`src/rtl/mem_block_dispatcher.sv`:
```
// mem_block_dispatcher
// Takes a completed refill block from the memory controller, writes it into
// the cache data/tag array, then hands the critical word to user readout
// over a valid/ready handshake and signals completion to the control unit.
// Optional build macro: DISPATCH_PERF_CNT_EN adds a saturating 16-bit count
// of completed dispatches on o_dispatch_count.
module mem_block_dispatcher #(
  parameter int ADDR_WIDTH      = 16,
  parameter int INDEX_WIDTH     = 6,
  parameter int TAG_WIDTH       = 10,
  parameter int WORD_WIDTH      = 40,
  parameter int WORDS_PER_BLOCK = 8
) (
  input  logic                                  clk,
  input  logic                                  arst,
  input  logic                                  i_halt,
  input  logic [WORD_WIDTH*WORDS_PER_BLOCK-1:0] i_mem_block_data,
  input  logic                                  i_mem_block_data_valid,
  input  logic [ADDR_WIDTH-1:0]                 i_block_addr,
  input  logic                                  i_block_addr_valid,
  input  logic [2:0]                            i_req_word_offset,
  input  logic                                  i_user_ready,
  output logic                                  o_arr_wr_en,
  output logic [INDEX_WIDTH-1:0]                o_arr_wr_index,
  output logic [TAG_WIDTH-1:0]                  o_arr_wr_tag,
  output logic [WORD_WIDTH*WORDS_PER_BLOCK-1:0] o_arr_wr_data,
  output logic [WORD_WIDTH-1:0]                 o_user_data,
  output logic                                  o_user_data_valid,
  output logic                                  o_dispatch_done,
`ifdef DISPATCH_PERF_CNT_EN
  output logic [15:0]                           o_dispatch_count,
`endif
  output logic                                  o_dispatch_err
);

  localparam int BLOCK_WIDTH = WORD_WIDTH * WORDS_PER_BLOCK;

  typedef enum logic [2:0] {
    IDLE,
    WRITE,
    READOUT,
    DONE,
    ERR
  } state_t;

  state_t                  state;
  logic                    r_valid_d;
  logic                    rise;
  logic [2:0]              offset;
  logic [WORD_WIDTH-1:0]   word_sel;
  logic                    wr_q;
  logic                    done_q;
  logic                    err_q;
  logic                    user_valid_q;
  logic [WORD_WIDTH-1:0]   user_data_q;
  logic [INDEX_WIDTH-1:0]  index_q;
  logic [TAG_WIDTH-1:0]    tag_q;
  logic [BLOCK_WIDTH-1:0]  data_q;

  assign rise = i_mem_block_data_valid & ~r_valid_d;

  // Critical word mux over the captured block
  always_comb begin
    word_sel = '0;
    case (offset)
      3'd0: word_sel = data_q[WORD_WIDTH*0 +: WORD_WIDTH];
      3'd1: word_sel = data_q[WORD_WIDTH*1 +: WORD_WIDTH];
      3'd2: word_sel = data_q[WORD_WIDTH*2 +: WORD_WIDTH];
      3'd3: word_sel = data_q[WORD_WIDTH*3 +: WORD_WIDTH];
      3'd4: word_sel = data_q[WORD_WIDTH*4 +: WORD_WIDTH];
      3'd5: word_sel = data_q[WORD_WIDTH*5 +: WORD_WIDTH];
      3'd6: word_sel = data_q[WORD_WIDTH*6 +: WORD_WIDTH];
      3'd7: word_sel = data_q[WORD_WIDTH*7 +: WORD_WIDTH];
      default: word_sel = '0;
    endcase
  end

  // Dispatch sequencer with capture registers and registered outputs.
  // Strobe flags are registered per state and gated by halt at the output,
  // so a halted WRITE/DONE/ERR cycle emits nothing yet still fires once.
  always_ff @(posedge clk or posedge arst) begin
    if (arst) begin
      state        <= IDLE;
      r_valid_d    <= 1'b1;
      offset       <= '0;
      index_q      <= '0;
      tag_q        <= '0;
      data_q       <= '0;
      wr_q         <= 1'b0;
      done_q       <= 1'b0;
      err_q        <= 1'b0;
      user_valid_q <= 1'b0;
      user_data_q  <= '0;
    end else if (!i_halt) begin
      r_valid_d <= i_mem_block_data_valid;
      wr_q      <= 1'b0;
      done_q    <= 1'b0;
      err_q     <= 1'b0;
      case (state)
        IDLE: begin
          if (rise) begin
            if (i_block_addr_valid) begin
              index_q <= i_block_addr[INDEX_WIDTH-1:0];
              tag_q   <= i_block_addr[ADDR_WIDTH-1:INDEX_WIDTH];
              data_q  <= i_mem_block_data;
              offset  <= i_req_word_offset;
              wr_q    <= 1'b1;
              state   <= WRITE;
            end else begin
              err_q <= 1'b1;
              state <= ERR;
            end
          end
        end
        WRITE: begin
          user_data_q  <= word_sel;
          user_valid_q <= 1'b1;
          state        <= READOUT;
        end
        READOUT: begin
          if (i_user_ready) begin
            user_valid_q <= 1'b0;
            done_q       <= 1'b1;
            state        <= DONE;
          end
        end
        DONE:    state <= IDLE;
        ERR:     state <= IDLE;
        default: state <= IDLE;
      endcase
    end
  end

`ifdef DISPATCH_PERF_CNT_EN
  // Saturating count of completed (unhalted DONE) dispatches
  always_ff @(posedge clk or posedge arst) begin
    if (arst) begin
      o_dispatch_count <= '0;
    end else if (!i_halt && state == DONE && o_dispatch_count != 16'hFFFF) begin
      o_dispatch_count <= o_dispatch_count + 16'd1;
    end
  end
`endif

  assign o_arr_wr_en       = wr_q & ~i_halt;
  assign o_dispatch_done   = done_q & ~i_halt;
  assign o_dispatch_err    = err_q & ~i_halt;
  assign o_arr_wr_index    = index_q;
  assign o_arr_wr_tag      = tag_q;
  assign o_arr_wr_data     = data_q;
  assign o_user_data       = user_data_q;
  assign o_user_data_valid = user_valid_q;

endmodule

```
`config.mk`:
```
export PLATFORM = sky130hd
export DESIGN_NAME = mem_block_dispatcher
export DESIGN_NICKNAME = d
export VERILOG_FILES = /design/src/rtl/mem_block_dispatcher.sv
export SDC_FILE = /design/constraint.sdc
export NUM_CORES = 1
export LEC_CHECK = 0
export ABC_AREA = 1
export CAP_MARGIN = 5
export CORE_AREA = 2 2 279 281
export CTS_BUF_LIST = sky130_fd_sc_hd__clkbuf_4 sky130_fd_sc_hd__clkbuf_8 sky130_fd_sc_hd__clkbuf_16
export CTS_CLUSTER_SIZE = 28
export DETAILED_ROUTE_END_ITERATION = 10
export DIE_AREA = 0 0 281 283
export HOLD_SLACK_MARGIN = 0.03
export SLEW_MARGIN = 10
export SYNTH_ARGS = -nofsm -noshare
export SYNTH_HDL_FRONTEND = slang
export SYNTH_SLANG_ARGS = --single-unit
```
`constraint.sdc`:
```
create_clock -name clk -period 16.24 [get_ports clk]
set_input_delay 1.624 -clock clk [delete_from_list [all_inputs] [get_ports clk]]
set_output_delay 1.624 -clock clk [all_outputs]
set_load 0.02 [all_outputs]
```
-- Word level (Yosys, flattened, before mapping)
Cells that the tools add are included.
W data, S select, Z words.
- bits in registers: 387
- bits in latches: 0
- RAM bits: 0
- bits in read-only memories: 0
- input bits: 345
- output and inout bits: 380
- logic and storage cells: 50
- memories: 0
- add/subtract/negate cells: 0
- multiply operators: 0
- divide/modulo/power cells: 0
- $lt $le $gt $ge: 0
- equality and inequality tests: 11
- shift-type cells: 0
- muxes and demuxes: 15
- bitwise logic cells: 6
- reduce and logical (&&, ||, !) cells: 7
- operator list (operator ; number):
    $pmux W40 S8 ; 1
    $eq A3 B3 Y1 const B ; 4
    $eq A3 B2 Y1 const B ; 3
    $mux W1 ; 9
    $mux W3 ; 3
    $pmux W3 S3 ; 1
    $eq A3 B1 Y1 const B ; 2
    $logic_not A3 Y1 ; 2
    $reduce_and A3 Y1 ; 2
    $and A1 B1 Y1 ; 4
    $ne A2 B2 Y1 const B ; 2
    $reduce_and A4 Y1 ; 1
    $not A1 Y1 ; 2
    $pmux W1 S2 ; 1
    $reduce_and A2 Y1 ; 1
    $reduce_bool A2 Y1 ; 1

-- Longest topological paths before layout
Gate-level depths: netlist of run 1.
- depth after elaboration: 4
- mapped depth: 10

-- Worst setup path after synthesis of run 1
No wires, ideal clock.
- path kind: input to output
- start: input i_halt
- end: output o_arr_wr_en
- arrival time: 1.917 ns
- required time: 14.616 ns
- path slack: 12.699 ns
- cell stages on the path: 1
- path buffers: 0
- cells stage by stage: nor2_1
- word-level cells in the longest chain between the ends: 2
- RTL lines (what ; RTL line ; RTL):
    start, declared ; 16 ; input logic i_halt,
    $not A1 Y1 (no line) ; -- ;
    $and A1 B1 Y1 ; 145 ; assign o_arr_wr_en = wr_q & ~i_halt;
    end, declared ; 23 ; output logic o_arr_wr_en,
No other way between the ends.

-- Final worst setup path of run 1
- start: input i_halt
- end: register data_q[1], in the netlist o_arr_wr_data[1]
- word-level cells in the longest chain between the ends: 2
- RTL lines (what ; RTL line ; RTL):
    $not A1 Y1 (no line) ; -- ;
    $reduce_and A4 Y1 (no line) ; -- ;
    end signal, assigned ; 105 ; data_q <= i_mem_block_data;
    end, declared ; 58 ; logic [BLOCK_WIDTH-1:0] data_q;
No other way between the ends.
A chain may end at the register's enable or synchronous reset.

==> results of run 1 <==
[registers in the layout, indices dropped and copies added (netlist names), 3 cells and up]
signal	count
o_user_data	40
o_arr_wr_index	6
o_arr_wr_tag	10
offset	3
state	3
o_arr_wr_data	320
[per-stage QoR]
stage	util	hold WS (ns)	setup WS (ns)	area, sq um
2_1_floorplan	-	0.4668	3.862	17920
5_1_grt	0.3587	0.4915	10.87	27520
3_5_place_dp	0.3384	0.4586	10.48	25960
3_3_place_gp	0.3384	0.4576	10.58	25960
4_1_cts	0.3585	0.4769	11.13	27500
6_report	0.3588	0.4714	11.22	27520
[synth_stat cells]
cell | n | area share
nand3b_1 | 1 | 0.00042
inv_2 | 5 | 0.0010
a21oi_1 | 40 | 0.011
nor3_4 | 1 | 0.00091
clkbuf_1 | 85 | 0.018
dfrtp_1 | 386 | 0.54
nand3_1 | 41 | 0.011
dfstp_2 | 1 | 0.0015
buf_2 | 80 | 0.022
o22ai_1 | 2 | 0.00070
o21ai_0 | 56 | 0.016
nand4_1 | 237 | 0.083
nor2_1 | 86 | 0.018
buf_1 | 12 | 0.0025
inv_1 | 52 | 0.011
nand2_1 | 1260 | 0.26
[power by group through the flow]
stage | Combinational [W] | Clock (W) | Sequential [W]
6_report | 0.00314 | 0.00106 | 0.00190
5_1_grt | 0.00336 | 0.00113 | 0.00196
4_1_cts | 0.00317 | 0.00109 | 0.00190
3_5_place_dp | 0.00316 | 0 | 0.00190
3_3_place_gp | 0.00314 | 0 | 0.00191
2_1_floorplan | 0.000961 | 0 | 0.00232
[cell type report]
cell class | instances | area [sq um] | area share
Sequential cell | 387 | 9697 | 0.3524
Timing Repair Buffer | 749 | 7447 | 0.2706
Multi-Input combinational cell | 1724 | 7274 | 0.2644
Clock buffer | 72 | 1461 | 0.05311
Tap cell | 1040 | 1301 | 0.04729
Inverter | 57 | 239.0 | 0.008685
Clock inverter | 10 | 77.57 | 0.002819
Antenna cell | 8 | 20.02 | 0.0007275
[how the worst min path moves through the flow]
stage	slack (ns)	end	startpoint
after floorplan	0.47	r_valid_d	r_valid_d
after global placement	0.46	o_arr_wr_index[3]	o_arr_wr_index[3]
after detailed placement	0.46	o_arr_wr_tag[9]	o_arr_wr_tag[9]
after CTS	0.48	o_arr_wr_tag[1]	o_arr_wr_tag[1]
after global routing	0.49	o_user_data[24]	o_user_data[24]
final	0.47	o_arr_wr_tag[1]	o_arr_wr_tag[1]
[critical path: cells and delay by family]
kind	cells	cell delay (ns)
buffers and inverters	5	2.90
AOI/OAI and AO/OA	1	0.21
and+or+nand+nor	2	0.49
[metal layers]
metal	GRT usage	share of wire	wire length, um
met4	0.06684	0.029	2506
met1	0.2938	0.44	37810
met5	0	0.00031	27
met3	0.04634	0.086	7423
met2	0.3202	0.45	38650
[cells by family after synthesis]
kind of cell    share of synthesized area
flops                              0.5405
buf+inv                           0.05460
simple gates                       0.3774
compound gates                    0.02751
==> flow_summary_export.csv, run 1 <==
group,metric,value,unit
timing,grt_setup_unrepaired,"false",
timing,setup_tns,0,ns
die,pin_count,725,
timing,clock.fmax,199.0,MHz
setup_path,crit_slowest_cell,"buf_4",
timing,finalMaxSlewViolations,0,
layout,final_common_cell,"nand2_1",
clocking,cts-root-buf,"clkbuf_16",
clocking,clockBufferDepth,3,
pwr,total_power,0.006098,W
timing,slew_headroom,0.2247,
pwr,vdd_drop_max,95.72,uV
setup_path,critPathKind,"input pin to register",
setup_path,reg2regPathDepth,7,
setup_path,crit_end,"o_arr_wr_data[1]",
placed_design,gp_congestion,0.8295,
pwr,p_leak,13.36,nW
setup_path,crit_top_cell,"buf_4",
clocking,cts.sink_count,387,
global_route,grt_max_degree,195,
pwr,seq_power_share,0.311,
drt,initialDrtViolationCount,1615,
pwr,p_comb_frac,0.515,
synth,yosysWarnings,0,
clocking,cts.hold.buffers_added,0,
placed_design,io_buffers,724,
drt,vias,18620,
drt,first_pass_iters,8,
timing,fin_crit,5.024,ns
setup_path,cp-start-kind,"input pin",
run_status,status,"complete, no violations",
drt,ant_nets,0,
global_route,grt.total_usage,0.2098,
layout,mostFrequentLayoutCells,"nand2_1 (1258), clkdlybuf4s50_1 (724), dfrtp_1 (383), nand4_1 (237), nor2_1 (85)",
die,num_rows,102,
clocking,clk_latency,0.58,ns
pwr,switching_share,0.4659,
layout,syn_to_final_growth,53.55,%
timing,setup_viol,0,
global_route,grt_antenna_before_repair,13,
clocking,post_cts_buffers,0,
setup_path,end_kind,"register",
synth,syn_area,17920,sq um
layout,fillers,7946,
setup_path,cp_max_fo,194,
min_path,hold_depth,2,
clocking,cts_tree,"yes",
clocking,cts_made_buffers,47,
clocking,clkTransAtPathRegs,0.06,ns
synth,synth_nets,2690,
global_route,overflow,0,
job,drv_cap,0,
synth,yosys_register_bits,387,
setup_path,r2r-end,"o_arr_wr_data[1]",
die,die_h,283,um
timing,tightest_slew,1.163,ns
setup_path,ff2ff_setup_slack,12.39,ns
setup_path,cpPeakStageDelay,0.90,ns
setup_path,cp.required,16.64,ns
synth,ys_types,16,
layout,layout.nets,3311,
placed_design,dp.cells,3957,
synth,ys_seq_area_frac,0.5405,
pwr,switchingPower,0.002841,W
clocking,cts_resized,0,
die,die_x,281,um
pwr,power.density,221.6,nW/um^2
synth,syn_inst,2345,
global_route,grt_pass1_vias,17640,
synth,syn_area_per_cell,7.642,sq um
die,dieArea,79520,sq um
drt,via_per_inst,4.602,
setup_path,crit_path_cell_trace,"clkdlybuf4s50_1, inv_2, nand3b_1, nor3_4, buf_12, buf_4, buf_4, o21ai_0",
placed_design,dp_hpwl,61050,um
timing,finalCritPeriodShare,0.3094,
die,start_util,0.2336,
timing,finalClockSkew,0.01639,ns
setup_path,cp.arrival,5.42,ns
drt,wl_per_cell,21.35,um
pwr,p_clk_frac,0.174,
setup_path,crit_start,"i_halt",
layout,fin_cells,4047,
layout,drive_gt1_frac,0.04068,
drt,drt_wl_total,86420,um
global_route,grt_first_pass_wirelength,124100,um
timing,hold_viol_final,0,
die,core,76700,sq um
clocking,ctsHtreeMaxLevel,2,
setup_path,r2r_start,"state[2]",
drt,drc,0,
pwr,p_int,0.003257,W
min_path,hp-class,"register to register",
(Power assumes the default switching activity.)
==> inputs of run 2 (changes only) <==
==> constraint.sdc (replaced) <==
create_clock -name clk -period 4.2 [get_ports clk]
set_input_delay 0.42 -clock clk [delete_from_list [all_inputs] [get_ports clk]]
set_output_delay 0.42 -clock clk [all_outputs]
set_load 0.02 [all_outputs]
==> run 2 against run 1 <==
  * Total power grew to 3.9 times the previous value
  * First-iteration DRC count decreased by 13%
  * Clock power rose to 4.2 times the previous value
  * Largest power group unchanged
  * Setup slack worse by 9.7 ns
==> flow_summary_export.csv, run 2 (same netlist as run 1, synthesis figures left out) <==
group,metric,value,unit
clocking,cts.hold.buffers_added,0,
setup_path,cpPeakStageDelay,0.92,ns
placed_design,dp_hpwl,64560,um
drt,first_pass_iters,5,
clocking,clk_latency,0.58,ns
layout,largest_reg_flops,320,
timing,setup_viol,0,
clocking,post_cts_buffers,0,
setup_path,end_kind,"register",
drt,drc,0,
global_route,grt_pass1_vias,18320,
layout,drive_gt1_frac,0.04735,
setup_path,r2r-end,"o_user_data[18]",
global_route,grt_max_degree,143,
setup_path,crit_path_cell_trace,"inv_4, buf_12, nand4_1, nand2_1, nor2_1, nand2_1, nand2_1, nand2_1",
global_route,grt_antenna_before_repair,12,
placed_design,io_buffers,724,
layout,final_common_cell,"nand2_1",
die,num_rows,102,
clocking,clkTransAtPathRegs,0.06,ns
timing,tightest_slew,0.9482,ns
drt,via_per_inst,4.665,
setup_path,cp.required,4.66,ns
pwr,vdd_drop_max,500.1,uV
drt,wl_per_cell,21.60,um
job,drv_cap,0,
timing,finalClockSkew,0.02340,ns
timing,clock.fmax,367.6,MHz
timing,grt_setup_unrepaired,"false",
setup_path,cp_max_fo,55,
setup_path,r2r_start,"offset[0]",
placed_design,gp_congestion,0.8638,
timing,hold_viol_final,0,
die,start_util,0.2336,
pwr,p_leak,13.56,nW
layout,mostFrequentLayoutCells,"nand2_1 (1258), clkdlybuf4s50_1 (724), dfrtp_1 (383), nand4_1 (237), nor2_1 (85)",
global_route,grt.total_usage,0.2146,
timing,slew_headroom,0.3679,
clocking,clockBufferDepth,3,
die,dieArea,79520,sq um
clocking,ctsHtreeMaxLevel,2,
clocking,cts_resized,0,
setup_path,reg2regPathDepth,8,
drt,drt_wl_total,87830,um
timing,fin_crit,2.720,ns
min_path,hp-class,"input pin to asynchronous set/reset pin",
setup_path,crit_slowest_cell,"dfrtp_4",
die,die_h,283,um
setup_path,cp.arrival,3.18,ns
die,die_x,281,um
timing,hold_slack,0.3394,ns
timing,setup_tns,0,ns
setup_path,crit_start,"offset[0]",
global_route,grt_first_pass_wirelength,127400,um
run_status,status,"complete, no violations",
timing,finalCritPeriodShare,0.6476,
drt,vias,18970,
setup_path,critPathKind,"register to register",
layout,utilization,0.3641,
clocking,cts.sink_count,387,
die,pin_count,725,
setup_path,cp-start-kind,"register",
global_route,overflow,0,
drt,ant_nets,0,
setup_path,ff2ff_setup_slack,1.48,ns
clocking,cts_made_buffers,46,
die,core,76700,sq um
clocking,cts_tree,"yes",
layout,syn_to_final_growth,55.85,%
clocking,cts-root-buf,"clkbuf_16",
timing,finalMaxSlewViolations,0,
setup_path,crit_top_cell,"nand2_1",
pwr,power.density,862.2,nW/um^2
layout,layout.nets,3330,
setup_path,crit_end,"o_user_data[18]",
drt,initialDrtViolationCount,1410,
## run 2: final cells by class
class | count | area [sq um]
clock inverter | 14 | 254.0
antenna | 7 | 17.52
clock buffer | 69 | 1429
fill | 7939 | 48770
timing repair buffer | 769 | 7722
multi-input combinational | 1724 | 7274
tap | 1040 | 1301
inverter | 57 | 235.2
sequential | 387 | 9697
## run 2: critical path, delay by kind of cell (launching register included)
kind                   cells  cell delay [ns]
DFF                        1             0.92
buffers and inverters      2             0.82
and+or+nand+nor            6             0.79
## run 2: power breakdown
part           switching (W)  internal [W]  leakage, nW
Clock                0.00169       0.00277        0.836
Combinational        0.00746       0.00464         7.88
Sequential           0.00196       0.00556         4.85
Total                 0.0111        0.0130         13.6
## run 2: stage by stage
step           std cells  instance area [sq um]  total power (W)  setup slack [ns]
6_report            4067                  27930          0.02408             1.480
5_1_grt             4067                  27930          0.02543             1.281
4_1_cts             4060                  27910          0.02428             1.363
3_5_place_dp        3977                  26230          0.01970             1.106
3_3_place_gp        3977                  26230          0.01962             1.071
2_1_floorplan       2345                  17920          0.01271            -1.423
## run 2: worst min path at each step
stage	to	cells past startpoint
6_report	o_arr_wr_data[311]	2
5_1_grt	o_arr_wr_data[308]	2
4_1_cts	o_arr_wr_data[311]	2
3_5_place_dp	o_user_data_valid	2
3_3_place_gp	o_arr_wr_tag[7]	2
2_1_floorplan	r_valid_d	2
## run 2: metal layers
layer	track usage	vias up	share of wire
met3	0.06053	116	0.090
met2	0.3282	808	0.45
li1	-	8811	-
met1	0.2927	9231	0.43
met4	0.06551	6	0.028
met5	0	-	0.00034
